`config.mk`:
```
export PLATFORM = sky130hd
export DESIGN_NAME = div_16x8_seq
export DESIGN_NICKNAME = d
export VERILOG_FILES = /design/src/rtl/div_16x8_seq.sv
export SDC_FILE = /design/constraint.sdc
export NUM_CORES = 1
export LEC_CHECK = 0
export CAP_MARGIN = 30
export CELL_PAD_IN_SITES_DETAIL_PLACEMENT = 0
export CELL_PAD_IN_SITES_GLOBAL_PLACEMENT = 2
export CORE_MARGIN = 10
export CORE_UTILIZATION = 34
export DETAILED_ROUTE_END_ITERATION = 16
export HOLD_SLACK_MARGIN = 0.15
export PLACE_DENSITY_LB_ADDON = 0.1
export REMOVE_ABC_BUFFERS = 1
export SYNTH_ARGS = -nofsm -noshare
export SYNTH_HDL_FRONTEND = slang
export SYNTH_SLANG_ARGS = --single-unit
```
`constraint.sdc`:
```
create_clock -name clk -period 4.6 [get_ports clk]
set_input_delay 0.69 -clock clk [delete_from_list [all_inputs] [get_ports clk]]
set_output_delay 0.69 -clock clk [all_outputs]
set_load 0.03 [all_outputs]
```
`src/rtl/div_16x8_seq.sv`:
```
// Sequential unsigned 16-by-8 restoring divider with valid/ready handshakes on both sides.
// STEPS_PER_CYCLE quotient bits are resolved per clock by a chained combinational step.
module div_16x8_seq #(
    parameter int unsigned STEPS_PER_CYCLE = 1
) (
    input  logic        clk,
    input  logic        rst,
    input  logic        in_valid,
    output logic        in_ready,
    input  logic [15:0] A,
    input  logic [7:0]  B,
    output logic        out_valid,
    input  logic        out_ready,
    output logic [7:0]  Q,
    output logic [7:0]  REM,
    output logic        ovf,
    output logic        dz
);

    if (!(STEPS_PER_CYCLE == 1 || STEPS_PER_CYCLE == 2 ||
          STEPS_PER_CYCLE == 4 || STEPS_PER_CYCLE == 8)) begin : g_bad_steps
        $error("div_16x8_seq: STEPS_PER_CYCLE must be 1, 2, 4 or 8");
    end

    localparam logic [3:0] LastCnt = 4'(8 / STEPS_PER_CYCLE - 1);

    typedef enum logic [1:0] {StIdle, StRun, StDone} state_e;

    state_e      state_q, state_d;
    logic [7:0]  r_q, r_d;
    logic [7:0]  q_q, q_d;
    logic [7:0]  d_q, d_d;
    logic [3:0]  cnt_q, cnt_d;
    logic [7:0]  quo_q, quo_d;
    logic [7:0]  rem_q, rem_d;
    logic        ovf_q, ovf_d;
    logic        dz_q, dz_d;

    logic [7:0]  r_step, q_step;
    logic [8:0]  t, diff;
    logic        qbit;

    // Restoring steps chained within one cycle; r < d keeps the remainder in 8 bits.
    always_comb begin
        r_step = r_q;
        q_step = q_q;
        t      = '0;
        diff   = '0;
        qbit   = 1'b0;
        for (int i = 0; i < int'(STEPS_PER_CYCLE); i++) begin
            t    = {r_step, q_step[7]};
            diff = t - {1'b0, d_q};
            if (t >= {1'b0, d_q}) begin
                r_step = diff[7:0];
                qbit   = 1'b1;
            end else begin
                r_step = t[7:0];
                qbit   = 1'b0;
            end
            q_step = {q_step[6:0], qbit};
        end
    end

    always_comb begin
        state_d = state_q;
        r_d     = r_q;
        q_d     = q_q;
        d_d     = d_q;
        cnt_d   = cnt_q;
        quo_d   = quo_q;
        rem_d   = rem_q;
        ovf_d   = ovf_q;
        dz_d    = dz_q;
        unique case (state_q)
            StIdle: begin
                if (in_valid) begin
                    if (B == 8'd0) begin
                        quo_d   = 8'hFF;
                        rem_d   = 8'hFF;
                        ovf_d   = 1'b0;
                        dz_d    = 1'b1;
                        state_d = StDone;
                    end else if (A[15:8] >= B) begin
                        quo_d   = 8'hFF;
                        rem_d   = 8'h00;
                        ovf_d   = 1'b1;
                        dz_d    = 1'b0;
                        state_d = StDone;
                    end else begin
                        r_d     = A[15:8];
                        q_d     = A[7:0];
                        d_d     = B;
                        cnt_d   = 4'd0;
                        state_d = StRun;
                    end
                end
            end
            StRun: begin
                r_d   = r_step;
                q_d   = q_step;
                cnt_d = cnt_q + 4'd1;
                if (cnt_q == LastCnt) begin
                    quo_d   = q_step;
                    rem_d   = r_step;
                    ovf_d   = 1'b0;
                    dz_d    = 1'b0;
                    state_d = StDone;
                end
            end
            StDone: begin
                if (out_ready) begin
                    state_d = StIdle;
                end
            end
            default: state_d = StIdle;
        endcase
    end

    always_ff @(posedge clk) begin
        if (rst) begin
            state_q <= StIdle;
            r_q     <= '0;
            q_q     <= '0;
            d_q     <= '0;
            cnt_q   <= '0;
            quo_q   <= '0;
            rem_q   <= '0;
            ovf_q   <= 1'b0;
            dz_q    <= 1'b0;
        end else begin
            state_q <= state_d;
            r_q     <= r_d;
            q_q     <= q_d;
            d_q     <= d_d;
            cnt_q   <= cnt_d;
            quo_q   <= quo_d;
            rem_q   <= rem_d;
            ovf_q   <= ovf_d;
            dz_q    <= dz_d;
        end
    end

    assign in_ready  = (state_q == StIdle);
    assign out_valid = (state_q == StDone);
    assign Q         = quo_q;
    assign REM       = rem_q;
    assign ovf       = ovf_q;
    assign dz        = dz_q;

endmodule

```
* After elaboration in Yosys (flattened, before gate mapping)
Index checks and enable logic that the tools add are counted.
** Operators by class
- Eq/ne operators :: 9
- $add $sub $neg :: 2
- Shift-type cells :: 0
- Div/mod/pow operators :: 0
- $lt $le $gt $ge :: 2
- Multiply operators :: 0
- Bitwise logic cells :: 2
- Reduce and logical (&&, ||, !) cells :: 7
- Multiplexer cells :: 39
** Operators by type and width (count)
- $mux W8 :: 15
- $pmux W8 S2 :: 4
- $mux W4 :: 3
- $reduce_and A4 Y1 :: 3
- $mux W2 :: 5
- $ge A9 B8 Y1 :: 1
- $ge A8 B8 Y1 :: 1
- $logic_not A8 Y1 :: 1
- $mux W1 :: 8
- $ne A2 B2 Y1 const B :: 4
- $pmux W4 S2 :: 1
- $sub A8 B8 Y8 :: 1
- $pmux W2 S3 :: 1
- $add A4 B1 Y4 const B :: 1
- $eq A4 B3 Y1 const B :: 1
- $pmux W1 S2 :: 2
- $ne A3 B1 Y1 const B :: 1
- $reduce_and A3 Y1 :: 1
- $eq A2 B1 Y1 const B :: 1
- $eq A2 B2 Y1 const B :: 1
- $logic_not A2 Y1 :: 1
- $ne A2 B1 Y1 const B :: 1
- $not A1 Y1 :: 2
- $reduce_bool A2 Y1 :: 1
** Word-level totals
- Memories :: 0
- ROM bits :: 0
- Output and inout port bits :: 20
- Latch bits :: 0
- Register bits :: 48
- RAM bits :: 0
- Logic and storage cells :: 70

* Logic depth before layout (Yosys ltp)
- Depth in word-level cells :: 5
- Depth in mapped cells :: 9
- Depth with buffers taken out :: 9

* Worst setup path after synthesis
OpenSTA, ideal clock, no wires.
- Kind :: input port to flip-flop
- Start point :: in B[6]
- End point :: reg q_q[1]
- Data arrival time :: 2.293 ns
- Stages :: 9
- Setup slack :: 2.216 ns
- Cells stage by stage :: inv_1 > ha_1 > a21oi_1 > o221ai_4 > nor3b_2 > o21a_1 > buf_4 > nor3_1 > a311oi_1
** Between the ends
- Longest elaborated chain between the ends :: 3
** Ends and longest elaborated chain
- start, declared :: line 11 : input logic [7:0] B,
- $ge A8 B8 Y1 / $logic_not A8 Y1 (equally long branches) :: line 83, 77
- $ne A2 B2 Y1 (no source line)
- $reduce_and A4 Y1 (no source line) (*)
- end signal, assigned :: line 133 : q_q <= q_d;
- end, declared :: line 31 : logic [7:0] q_q, q_d;
Mark *: on every way between the ends. The rest lies on a longest branch, timed or not.
A chain may end at the register's enable or synchronous reset.

* Worst setup path after layout
- Start point :: in B[7]
- End point :: reg r_q[6]
** Between the ends
- Longest elaborated chain between the ends :: 3
** Ends and longest elaborated chain
- $ge A8 B8 Y1 / $logic_not A8 Y1 (equally long branches) :: line 83, 77
- $ne A2 B2 Y1 (no source line)
- $reduce_and A4 Y1 (no source line) (*)
- end signal, assigned :: line 132 : r_q <= r_d;
- end, declared :: line 30 : logic [7:0] r_q, r_d;
Marked as above.

==> metrics.log <==
INFO  metric clockRootBuffer = sky130_fd_sc_hd__clkbuf_8
INFO  metric routed_wl = 8300 um
INFO  metric async_flop_share = 0
INFO  metric first_global_vias = 2,611
INFO  metric clk-insertion-delay-late = 310 ps
INFO  metric hold_violations = 0
INFO  metric global_route.overflow_total = 0
INFO  metric post_layout_nonfiller_instances = 480
INFO  metric post-synth-top-area-fraction = 0.331
INFO  metric crit_start_category = input port
INFO  metric nFillCells = 891
INFO  metric grt_antenna_before_repair = 0
INFO  metric achievable-frequency = 0.329 GHz
INFO  metric synth_area_leader_cell = sky130_fd_sc_hd__dfxtp_1
INFO  metric cts.hold.buffers_added = 0
INFO  metric detailroute.via_count = 2,533
INFO  metric yosys_register_bits = 48
INFO  metric initial_util = 0.352
INFO  metric shortest_period_the_worst_path_allows = 3040 ps
INFO  metric yosys_warnings = 0
INFO  metric synthesis.area = 0.00290 mm2
INFO  metric endpoint_kind = flop
INFO  metric cts_resized = 0
INFO  metric cp_data_arrival_time = 3250 ps
INFO  metric layout_worst_path_cycle_share = 0.661
INFO  metric yosys-top-cells-area = sky130_fd_sc_hd__dfxtp_1, sky130_fd_sc_hd__ha_1, sky130_fd_sc_hd__a21oi_1
INFO  metric antenna_left = 0
INFO  metric seq_area_frac_synth = 0.331
INFO  metric yosys.cell_types.count = 53
INFO  metric port-buffer-count = 47
INFO  metric status = finished, final reports clean
INFO  metric synthToLayoutAreaGrowth = 21.6%
INFO  metric worst_ir_drop_vdd = 0.215 mV
INFO  metric postSynth.topFlopCell = sky130_fd_sc_hd__dfxtp_1
INFO  metric gp_congestion = 0.740
INFO  metric cts-buffers-inserted = 5
INFO  metric antenna-diode-count = 0
INFO  metric design.portCount = 48
INFO  metric min-delay-path-class = flop to flop
INFO  metric rsz0062_at_grt = no
INFO  metric max_slew.worst_pin.slew = 853 ps
INFO  metric synth-edff-count = 0
INFO  metric core_region = 0.00826 mm2
INFO  metric finish.net_count = 420
INFO  metric setup_viol = 0
INFO  metric cap_violations = 0
INFO  metric routed_via_density = 5.28
INFO  metric route.detailed.drc = 0
INFO  metric timing_worst_setup_path_type = input port to flop
INFO  metric crit_required = 4810 ps
INFO  metric post_synth.cell_area_avg = 8.64 um2
INFO  metric clock_tree_from_tritoncts = done
INFO  metric grt_first_pass_wirelength = 13,600 um
INFO  metric cts_max_path_buffers = 2
INFO  metric finalClockSkew = 10.5 ps
INFO  metric dp.final_hpwl = 6110 um
INFO  metric die_area = 0.0126 mm2
INFO  metric horizontal_die_dimension = 112 um
INFO  metric leakage = 1.36 nW
INFO  metric drtIter0Drc = 88
INFO  metric drv_slew = 0
INFO  metric die_h = 112 um
INFO  metric timing.max_slew.rel_slack = 0.431
INFO  metric grt_start_max_net_pins = 43
INFO  metric numPlacedInstances = 472
INFO  metric h-tree-depth = 2
INFO  metric postCtsSetupRepairBufs = 0
INFO  metric cellPowerDensity = 409 mW/mm2
INFO  metric globalRouteTotalUtil = 0.130
INFO  metric path_max_fanout = 13
INFO  metric std_cell_rows = 33
INFO  metric post_route_cells_drive_above_1_share = 0.115
INFO  metric average_wire_per_standard_cell = 17.3 um
INFO  metric clk_pin_slew = 100 ps
INFO  metric fin_tns_setup = 0 ps
INFO  metric firstDrtPassIters = 4
INFO  metric post_synth_inst_count = 336
INFO  metric clock_sinks = 48
-- where the power goes --
group / switching, W / leakage, nW / total [W] / internal, W
registers: 0.0000404 / 0.394 / 0.000510 / 0.000470
clock network: 0.000157 / 0.0548 / 0.000321 / 0.000164
logic: 0.000368 / 0.908 / 0.000612 / 0.000244
-- per-layer routing --
metal,routed length [um],up-vias,global-route usage
li1,-,1292,-
met1,3770,1200,0.151
met2,4180,33,0.234
met3,207,8,0.0224
met4,149,0,0.0415
met5,0,-,0
-- worst max-delay path, cell delays in order --
cell and delay [ps]:
sky130_fd_sc_hd__clkdlybuf4s50_1 510, sky130_fd_sc_hd__inv_1 50, sky130_fd_sc_hd__ha_1 310, sky130_fd_sc_hd__a41oi_2 250, sky130_fd_sc_hd__o221ai_4 160, sky130_fd_sc_hd__nor3b_2 260, sky130_fd_sc_hd__o21a_1 520, sky130_fd_sc_hd__nor2_2 170
sky130_fd_sc_hd__a221oi_1 320
-- stage by stage --
step           total power (W)   util  hold WS (ps)  area [um2]  setup slack (ps)
3_5_place_dp           0.00114  0.413           474        3410              1210
5_1_grt                0.00155  0.427           530        3530              1350
4_1_cts                0.00146  0.427           498        3530              1510
6_report               0.00144  0.427           494        3530              1560
3_3_place_gp           0.00114  0.413           459        3410              1260
2_1_floorplan         0.000934      -           450        2790              2030
-- state kept, by name (all words and copies together) (netlist names) --
signal	count
cnt_q	4
ovf	1
r_q	8
REM	8
dz	1
d_q	8
Q	8
q_q	8
state_q	2
-- final cells by class --
| cell class | instances | area (um2) | share of cell area |
|---|---|---|---|
| Clock buffer | 5 | 68.8 | 0.0195 |
| Multi-Input combinational cell | 241 | 1730 | 0.489 |
| Sequential cell | 48 | 961 | 0.272 |
| Tap cell | 105 | 131 | 0.0372 |
| Inverter | 27 | 101 | 0.0287 |
| Timing Repair Buffer | 51 | 495 | 0.140 |
| Clock inverter | 3 | 46.3 | 0.0131 |
-- synth_stat cells, types with 2 or more instances --
cell type                   number
sky130_fd_sc_hd__a21o_1          2
sky130_fd_sc_hd__o21a_1          4
sky130_fd_sc_hd__a21oi_1        27
sky130_fd_sc_hd__dfxtp_1        48
sky130_fd_sc_hd__ha_1           17
sky130_fd_sc_hd__or4_4           2
sky130_fd_sc_hd__a311oi_1        8
sky130_fd_sc_hd__nor2_1         30
sky130_fd_sc_hd__buf_6           5
sky130_fd_sc_hd__nand3_1        10
sky130_fd_sc_hd__inv_1          27
sky130_fd_sc_hd__mux2i_1        13
sky130_fd_sc_hd__o21ai_0        10
sky130_fd_sc_hd__a211o_1         2
sky130_fd_sc_hd__o31ai_1         3
sky130_fd_sc_hd__clkbuf_1       13
sky130_fd_sc_hd__nand4_1         5
sky130_fd_sc_hd__o31ai_2         3
sky130_fd_sc_hd__nor2b_1         4
sky130_fd_sc_hd__a211oi_2        9
sky130_fd_sc_hd__o21ai_2         3
sky130_fd_sc_hd__a31oi_1         3
sky130_fd_sc_hd__o21ai_1         6
sky130_fd_sc_hd__or2_2           2
sky130_fd_sc_hd__nand2_1        22
sky130_fd_sc_hd__o32ai_1         4
sky130_fd_sc_hd__a211oi_1        8
sky130_fd_sc_hd__nand2b_1        8
sky130_fd_sc_hd__nor3_1         13
sky130_fd_sc_hd__o2111ai_1       2
-- kinds of logic after synthesis --
logic type	after synthesis	share of synthesized area
DFF	48	0.331
buffers and inverters	47	0.0754
and+or+nand+nor	103	0.178
muxes	13	0.0448
adders and majority gates	18	0.0802
AOI/OAI and AO/OA	105	0.284
xor gates and xnor gates	2	0.00604
-- path summary, 6_finish.rpt --
path	cells past startpoint	slack, ps	startpoint	to
max	9	1560	B[7]	r_q[6]
min	2	490	q_q[0]	q_q[0]
max reg2reg	8	1890	d_q[6]	r_q[6]
min reg2reg	2	490	q_q[0]	q_q[0]
-- cells in the final DEF, fill, tap and decap left out, types with 10 or more instances in the layout --
master / instances
sky130_fd_sc_hd__nand3_1: 10
sky130_fd_sc_hd__inv_1: 27
sky130_fd_sc_hd__nand2_1: 22
sky130_fd_sc_hd__a21oi_1: 27
sky130_fd_sc_hd__nor2_1: 30
sky130_fd_sc_hd__nor3_1: 13
sky130_fd_sc_hd__ha_1: 17
sky130_fd_sc_hd__dfxtp_1: 48
sky130_fd_sc_hd__mux2i_1: 13
sky130_fd_sc_hd__o21ai_0: 10
sky130_fd_sc_hd__clkdlybuf4s50_1: 46
Note: power is estimated with default switching activity, not from simulation.
